## config.mk

```make
export PLATFORM = sky130hd
export DESIGN_NAME = pipe_ctrl
export DESIGN_NICKNAME = d
export VERILOG_FILES = /design/src/rtl/pipe_ctrl.sv
export SDC_FILE = /design/constraint.sdc
export NUM_CORES = 1
export LEC_CHECK = 0
export BUFFER_PORTS_ARGS = -buffer_cell sky130_fd_sc_hd__buf_2
export CAP_MARGIN = 20
export CORE_MARGIN = 2
export CORE_UTILIZATION = 30
export CTS_BUF_LIST = sky130_fd_sc_hd__clkbuf_4
export CTS_CLUSTER_SIZE = 14
export DETAILED_ROUTE_END_ITERATION = 10
export GPL_ROUTABILITY_DRIVEN = 0
export SLEW_MARGIN = 40
export SYNTH_ARGS = -nofsm -noshare
export SYNTH_HDL_FRONTEND = slang
export SYNTH_SLANG_ARGS = --single-unit
export TNS_END_PERCENT = 50
```

## constraint.sdc

```tcl
create_clock -name clk -period 4.45 [get_ports clk]
set_input_delay 1.335 -clock clk [delete_from_list [all_inputs] [get_ports clk]]
set_output_delay 1.335 -clock clk [all_outputs]
set_load 0.01 [all_outputs]
```

## src/rtl/pipe_ctrl.sv

```systemverilog
`default_nettype none
// ============================================================================
//  Module   : pipe_ctrl
//  Purpose  : 5-stage pipeline controller. Merges per-stage stall requests
//             into the stall[5:0] vector, sequences exception/ERET redirects
//             (1-cycle flush + new_pc), enforces a post-flush settle window
//             and keeps saturating stall/flush performance counters.
//  Option   : PIPE_CTRL_WDT_EN - EX-hold watchdog that forces a redirect to
//             EXC_VECTOR after WDT_LIMIT consecutive EX/MEM hold cycles.
//  Revision : 1.0 - initial release
// ============================================================================
module pipe_ctrl #(
  parameter logic [31:0] EXC_VECTOR    = 32'h0000_0020,
  parameter int          SETTLE_CYCLES = 2,
  parameter int          CNT_W         = 16,
  parameter int          WDT_LIMIT     = 1024
) (
  input  logic             clk,
  input  logic             resetn,
  input  logic             stallreq_if,
  input  logic             stallreq_id,
  input  logic             stallreq_ex,
  input  logic             stallreq_mem,
  input  logic [31:0]      excepttype_i,
  input  logic [31:0]      cp0_epc_i,
  output logic [5:0]       stall,
  output logic             flush,
  output logic [31:0]      new_pc,
  output logic [CNT_W-1:0] stall_cycles_o,
  output logic [CNT_W-1:0] flush_count_o,
  output logic             wdt_fire_o
);

  localparam int              SC_W      = (SETTLE_CYCLES > 1) ? $clog2(SETTLE_CYCLES) : 1;
  localparam logic [SC_W-1:0] SC_INIT   = SC_W'(SETTLE_CYCLES - 1);
  localparam logic [31:0]     ERET_CODE = 32'h0000_000e;

  typedef enum logic [0:0] {
    RUN    = 1'b0,
    SETTLE = 1'b1
  } state_t;

  state_t           r_state;
  logic [SC_W-1:0]  r_settle_cnt;
  logic [CNT_W-1:0] r_stall_cycles;
  logic [CNT_W-1:0] r_flush_count;

  logic [5:0]  w_stall_dec;
  logic        w_exc_valid;
  logic        w_wdt_hit;
  logic        w_flush;
  logic [31:0] w_new_pc;

  // Priority stall decode: the deepest requesting stage freezes itself and everything upstream
  always_comb begin
    w_stall_dec = 6'b000000;
    if (stallreq_mem)     w_stall_dec = 6'b011111;
    else if (stallreq_ex) w_stall_dec = 6'b001111;
    else if (stallreq_id) w_stall_dec = 6'b000111;
    else if (stallreq_if) w_stall_dec = 6'b000011;
  end

  // Redirect decision; a real exception owns new_pc even when the watchdog trips together
  always_comb begin
    w_exc_valid = resetn && (excepttype_i != 32'd0) && (r_state == RUN);
    w_flush     = w_exc_valid || w_wdt_hit;
    w_new_pc    = 32'd0;
    if (w_exc_valid)
      w_new_pc = (excepttype_i == ERET_CODE) ? cp0_epc_i : EXC_VECTOR;
    else if (w_wdt_hit)
      w_new_pc = EXC_VECTOR;
  end

  // Flush squashes any stall so the redirected fetch is not held; reset forces all quiet
  assign stall  = (w_flush || !resetn) ? 6'b000000 : w_stall_dec;
  assign flush  = w_flush;
  assign new_pc = w_new_pc;

  // RUN/SETTLE sequencing; the settle window always runs to completion regardless of stalls
  always_ff @(posedge clk or negedge resetn) begin
    if (!resetn) begin
      r_state      <= RUN;
      r_settle_cnt <= '0;
    end else begin
      case (r_state)
        RUN: begin
          if (w_flush) begin
            r_state      <= SETTLE;
            r_settle_cnt <= SC_INIT;
          end
        end
        SETTLE: begin
          if (r_settle_cnt == '0) r_state <= RUN;
          else                    r_settle_cnt <= r_settle_cnt - SC_W'(1);
        end
        default: r_state <= RUN;
      endcase
    end
  end

  // Saturating performance counters: hold at all-ones instead of wrapping
  always_ff @(posedge clk or negedge resetn) begin
    if (!resetn) begin
      r_stall_cycles <= '0;
      r_flush_count  <= '0;
    end else begin
      if (stall[0] && (r_stall_cycles != '1)) r_stall_cycles <= r_stall_cycles + CNT_W'(1);
      if (w_flush && (r_flush_count != '1))   r_flush_count  <= r_flush_count + CNT_W'(1);
    end
  end

  assign stall_cycles_o = r_stall_cycles;
  assign flush_count_o  = r_flush_count;

`ifdef PIPE_CTRL_WDT_EN
  localparam int              WD_W    = $clog2(WDT_LIMIT + 1);
  localparam logic [WD_W-1:0] WD_TRIP = WD_W'(WDT_LIMIT - 1);

  logic [WD_W-1:0] r_wdt_cnt;
  logic            r_wdt_fire;

  // Trip on the WDT_LIMIT-th consecutive EX hold; uses the pre-flush decode to avoid a loop
  assign w_wdt_hit = resetn && (r_state == RUN) && w_stall_dec[3] && (r_wdt_cnt >= WD_TRIP);

  // Consecutive EX/MEM-hold counter (saturates at the trip point) and sticky fire flag
  always_ff @(posedge clk or negedge resetn) begin
    if (!resetn) begin
      r_wdt_cnt  <= '0;
      r_wdt_fire <= 1'b0;
    end else begin
      if (!stall[3] || w_flush)    r_wdt_cnt <= '0;
      else if (r_wdt_cnt != WD_TRIP) r_wdt_cnt <= r_wdt_cnt + WD_W'(1);
      if (w_wdt_hit) r_wdt_fire <= 1'b1;
    end
  end

  assign wdt_fire_o = r_wdt_fire;
`else
  logic w_unused_wdt_limit;
  assign w_unused_wdt_limit = ^WDT_LIMIT;
  assign w_wdt_hit          = 1'b0;
  assign wdt_fire_o         = 1'b0;
`endif

endmodule
`default_nettype wire

```

==> flow_metrics.tcl, run 1 <==
set metrics [dict create \
    status "finished clean" \
    maxCapViolations 0 \
    coreArea_mm2 0.006832 \
    die_w_um 88.28 \
    cp_slowest_cell "nor4_2" \
    tightest_slew_ps 536.8 \
    cts_tree "done" \
    syn_inst 219 \
    grtUsageTotal 0.1447 \
    cp_data_arrival_time_ps 2910 \
    final_nets 433 \
    antenna_cells 0 \
    hold_path.class "reg2reg" \
    max_stage_delay_ps 280 \
    start_kind "input pin" \
    pre_cts_ws_ps 147.3 \
    synth-main-ff-cell "dfrtp_1" \
    multiInputGateArea_mm2 0.001196 \
    avgSynthCellArea_um2 9.730 \
    register_area_um2 850.8 \
    start_util 0.3119 \
    cts_buffer_depth 2 \
    rows 30 \
    cp-end-kind "output port" \
    skew_ps 14.53 \
    grt_overflow 0 \
    synth_seq_cells 34 \
    post-route-period-util 0.9529 \
    wire_per_inst_um 12.23 \
    synth-edff-count 0 \
    post-route-min-period_ps 4240 \
    finalNonFillerCells 458 \
    grt_max_degree 32 \
    root_buffer "clkbuf_4" \
    ant_nets 0 \
    yosysWarnings 0 \
    num_vias 2082 \
    ir_drop_uv 245.5 \
    relSlewSlack 0.6394 \
    critical_path_required_ps 3120 \
    setup_slack_ps 209.7 \
    async_reset_ff_frac 1.000 \
    synth_seq_area_share 0.3993 \
    cp_top_family "simple AND/OR/NAND/NOR gates" \
    drt-total-wl_um 5603 \
    fillers 707 \
    grt-busiest-layer "met2" \
    die_y_um 88.28 \
    power_uw 947.0 \
    io_pins 142 \
    area.growth.synth_to_final_pct 40.46 \
    drt-initial-drc-count 45 \
    setup_viol 0 \
    clock.fmax_mhz 235.8 \
    hpwl_um 4473 \
    first_pass_iters 4 \
    grt_first_pass_wirelength_um 8935 \
    clock_latency_ps 350 \
    cts_sinks 34 \
    met2_usage 0.2242 \
    rsz0062_at_grt "false" \
    drc 0 \
    routed_via_density 4.546 \
    gr-usage-met3 0.03172 \
    antenna_found_initial 0 \
    drive_above_1_share 0.4669 \
    io_buffers 139 \
    fin_setup_tns_ps 0 \
    syn-cell-area_mm2 0.002131 \
    grt_pass1_vias 1896 \
    leakagePower_uw 0.001639 \
    crit_buf_inv 3 \
    use_met1 0.2029 \
    crit_chain "buf_2 -> nor4_2 -> nand4_2 -> nor3_1 -> and3_1 -> buf_12 -> and2_1 -> buf_2" \
    htreeDepth 2 \
    worst_path_most_repeated_cell "buf_2" \
    cts_inserted_buffers 5 \
    worstPathMaxFanout 31 \
    dp_cells 450 \
    post_cts_buffers 0 \
    slew_violations 0 \
    hold_ws_ps 490.0 \
    dieArea_mm2 0.007792 \
    hold_viol 0 \
    synth.distinct_cells 40 \
    power_density_mw_per_mm2 316.4 \
    clk_pin_slew_worst_paths_ps 90 \
    cts_resized 0 \
    criticalPathCategory "in2out" \
    cts_hold_buf 0 \
]
## per-stage QoR
| step | util | area [um2] |
|---|---|---|
| 3_3_place_gp | 0.4302 | 2939 |
| 3_5_place_dp | 0.4302 | 2939 |
| 6_report | 0.4381 | 2993 |
| 4_1_cts | 0.4381 | 2993 |
| 5_1_grt | 0.4381 | 2993 |
| 2_1_floorplan | - | 2135 |
## final cells by class
class                      instances  share of cell area
sequential                        34              0.2843
clock buffer                       6             0.01505
clock inverter                     2            0.002926
multi-input combinational        170              0.3997
timing repair buffer             145              0.2517
inverter                           5            0.006271
tap                               96             0.04013
## cell usage in the layout, fill, tap and decap left out, types with 5 or more instances in the layout
cell / Yosys / routed
xnor2_1: 12 / 12
inv_1: 5 / 5
nand3_1: 13 / 13
buf_2: 1 / 139
and3_1: 10 / 10
xor2_1: 12 / 12
nor4_1: 9 / 9
buf_4: 5 / 5
dfrtp_1: 34 / 34
nand4_1: 11 / 11
clkbuf_4: 0 / 6
nor3_1: 8 / 8
nand2_1: 16 / 16
nor2_1: 6 / 6
and2_1: 33 / 33
## per-layer routing
| metal | share of wire | vias to the layer above |
|---|---|---|
| met1 | 0.47 | 972 |
| met3 | 0.044 | 4 |
| met4 | 0.0059 | 0 |
| met2 | 0.48 | 60 |
| met5 | 0 | - |
| li1 | - | 1046 |
## power by group
group	leakage (uW)	switching, uW	internal (uW)
Combinational	0.00117	174	160
Clock	0.0000331	108	65.5
Sequential	0.000439	70.2	370
## cells by family after synthesis
logic type,count (synthesis),share of synthesized area
AOI/OAI and AO/OA,10,0.04756
other,1,0.001760
buffers and inverters,16,0.04110
and+or+nand+nor,124,0.3541
muxes,8,0.04580
DFF,34,0.3993
adders and majority gates,2,0.01174
xor gates and xnor gates,24,0.09865
## synth_stat cells, types with 2 or more instances
| library cell | n | area [um2] |
|---|---|---|
| dfrtp_1 | 34 | 850.8 |
| and2_1 | 33 | 206.5 |
| nand2_1 | 16 | 60.06 |
| nand3_1 | 13 | 65.06 |
| xnor2_1 | 12 | 105.1 |
| xor2_1 | 12 | 105.1 |
| nand4_1 | 11 | 68.82 |
| and3_1 | 10 | 62.56 |
| nor4_1 | 9 | 56.30 |
| nor3_1 | 8 | 40.04 |
| nor2_1 | 6 | 22.52 |
| buf_4 | 5 | 37.54 |
| inv_1 | 5 | 18.77 |
| clkbuf_1 | 4 | 15.01 |
| mux2_1 | 4 | 45.04 |
| nor4_2 | 4 | 50.05 |
| o21ai_0 | 3 | 15.01 |
| ha_1 | 2 | 25.02 |
| mux2_2 | 2 | 22.52 |
| mux2_4 | 2 | 30.03 |
| nand2b_1 | 2 | 12.51 |
| nand4_2 | 2 | 25.02 |
| nor3b_1 | 2 | 15.01 |
| or3_1 | 2 | 12.51 |
## path summary, 6_finish.rpt
kind,startpoint,endpoint,slack [ps],cells past startpoint
worst min-delay path,r_settle_cnt$_DFFE_PN0P_,r_settle_cnt$_DFFE_PN0P_,490,1
worst max register to register,flush_count_o[0]$_DFFE_PN0P_,flush_count_o[1]$_DFFE_PN0P_,2350,6
worst min register to register,r_settle_cnt$_DFFE_PN0P_,r_settle_cnt$_DFFE_PN0P_,490,1
min in group asynchronous,resetn,r_settle_cnt$_DFFE_PN0P_,830,1
max in group asynchronous,resetn,flush_count_o[4]$_DFFE_PN0P_,3110,2
worst max-delay path,excepttype_i[0],new_pc[18],210,8
## flip-flops by register name (all words and copies together), names as in the netlist
signal / flops
stall_cycles_o: 16
r_settle_cnt: 1
flush_count_o: 16
r_state: 1
(Power assumes the default switching activity.)
==> run 2: changes to the inputs <==
Settings changed: CTS_CLUSTER_SIZE 14 to default, RECOVER_POWER from default to 100.
==> flow_metrics.tcl, run 2 (same netlist as run 1, synthesis figures left out) <==
set metrics [dict create \
    status "finished clean" \
    rrSetupSlack_ps 2270 \
    cts_sinks 34 \
    use_met1 0.2029 \
    rows 30 \
    rsz0062_at_grt "false" \
    ant_nets 0 \
    post_cts_buffers 0 \
    r2r-end "flush_count_o[1]$_DFFE_PN0P_" \
    hpwl_um 4473 \
    tightest_slew_ps 1160 \
    combPwrFrac 0.330 \
    p_sw_frac 0.3836 \
    leakagePower_uw 0.001353 \
    final_common_cell "buf_2" \
    crit_buf_inv 3 \
    cp_data_arrival_time_ps 2920 \
    power_density_mw_per_mm2 318.1 \
    relSlewSlack 0.2269 \
    grt_pass1_vias 1896 \
    critical_path_required_ps 3120 \
    root_buffer "clkbuf_4" \
    clock_latency_ps 340 \
    grt_first_pass_wirelength_um 8935 \
    drc 0 \
    slew_violations 0 \
    hold_end "r_settle_cnt$_DFFE_PN0P_" \
    die_y_um 88.28 \
    seqPwrFrac 0.482 \
    htreeDepth 2 \
    cts_buffer_depth 2 \
    multiInputGateArea_mm2 0.001180 \
    io_pins 142 \
    wire_per_inst_um 12.32 \
    start_kind "input pin" \
    worstPathMaxFanout 31 \
    cts_tree "done" \
    antenna_found_initial 0 \
    max_stage_delay_ps 280 \
    crit_cells 8 \
    worstHoldStart "r_settle_cnt$_DFFE_PN0P_" \
    rr_worst_depth 6 \
    fin_setup_tns_ps 0 \
    gr-usage-met3 0.03172 \
    die_w_um 88.28 \
    cp_slowest_cell "nor4_2" \
    cts_inserted_buffers 5 \
    post-route-period-util 0.9564 \
    p_int_uw 564.6 \
    worst_path_most_repeated_cell "buf_2" \
    post-route-min-period_ps 4256 \
    power.switching_uw 351.4 \
    clk_pin_slew_worst_paths_ps 90 \
    routed_via_density 4.552 \
    drt-total-wl_um 5642 \
    ir_drop_uv 228.8 \
    start_util 0.3119 \
    final_nets 433 \
    skew_ps 11.63 \
    cp-end-kind "output port" \
    crit_chain "buf_2 -> nor4_2 -> nand4_2 -> nor3_1 -> and3_1 -> buf_12 -> and2_0 -> buf_2" \
    layout_common_cells "buf_2, clkbuf_1, dfrtp_1, and2_1, nand2_1" \
    grt_max_degree 32 \
    r2r-start "flush_count_o[0]$_DFFE_PN0P_" \
    antenna_cells 0 \
    drive_above_1_share 0.2652 \
    maxCapViolations 0 \
    fillers 752 \
    clkPwrFrac 0.188 \
    dieArea_mm2 0.007792 \
    grt_overflow 0 \
    grt-busiest-layer "met2" \
    coreArea_mm2 0.006832 \
    criticalPathCategory "in2out" \
    io_buffers 139 \
    clock.fmax_mhz 235.0 \
    power_uw 916.0 \
    whs_path_depth 1 \
    hold_viol 0 \
    met2_usage 0.2242 \
    first_pass_iters 4 \
    cp_top_family "simple AND/OR/NAND/NOR gates" \
    num_vias 2085 \
    cts_hold_buf 0 \
    drt-initial-drc-count 54 \
    cts_resized 0 \
    register_area_um2 850.8 \
    grtUsageTotal 0.1447 \
    area.growth.synth_to_final_pct 35.11 \
    hold_path.class "reg2reg" \
    setup_viol 0 \
]
-- run 2: area by class of cell --
cell class | count | share of cell area
repair buffers | 145 | 0.2277
multi-input cells | 170 | 0.4098
clock inverters | 2 | 0.003042
clock buffers | 6 | 0.01565
well taps | 96 | 0.04172
inverters | 5 | 0.006519
flip-flops and latches | 34 | 0.2955
-- run 2: worst reg2reg max path, cell delays in order, from the launching register on --
cell and delay [ps]:
dfrtp_1 420, ha_1 180, nand3_1 120, or4_4 590, nor2_4 290, nor2_1 120
mux2_1 350
-- run 2: per-layer routing --
layer	wire length, um	up-vias
met5	0	-
met4	33	0
met1	2658	969
met2	2696	64
li1	-	1048
met3	254	4
-- run 2: worst max-delay path by stage --
stage / startpoint / end / slack [ps]
finish: excepttype_i[0] / new_pc[18] / 190
global route: excepttype_i[19] / stall[4] / 40
CTS: excepttype_i[16] / stall[2] / 170
detailed placement: excepttype_i[16] / stall[2] / 150
global placement: excepttype_i[25] / stall[2] / 200
floorplan: excepttype_i[25] / stall[1] / 390
-- run 2: stage by stage --
stage               setup slack [ps]  instance area [um2]    util  instances  hold slack, ps
floorplan                      394.5                 2135       -        220           445.4
global placement               203.4                 2939  0.4302        450           458.7
detailed placement             147.3                 2939  0.4302        450           473.5
CTS                            168.9                 2993  0.4381        458           495.4
global route                   39.43                 2879  0.4214        458           506.1
finish                         193.9                 2879  0.4214        458           489.6
-- run 2: power groups by stage --
stage	sequential, uW	combinational (uW)	clock [uW]
final	442	302	172
after floorplan	457	184	0
after CTS	439	339	180
after detailed placement	443	339	0
after global routing	450	343	193
after global placement	444	332	0
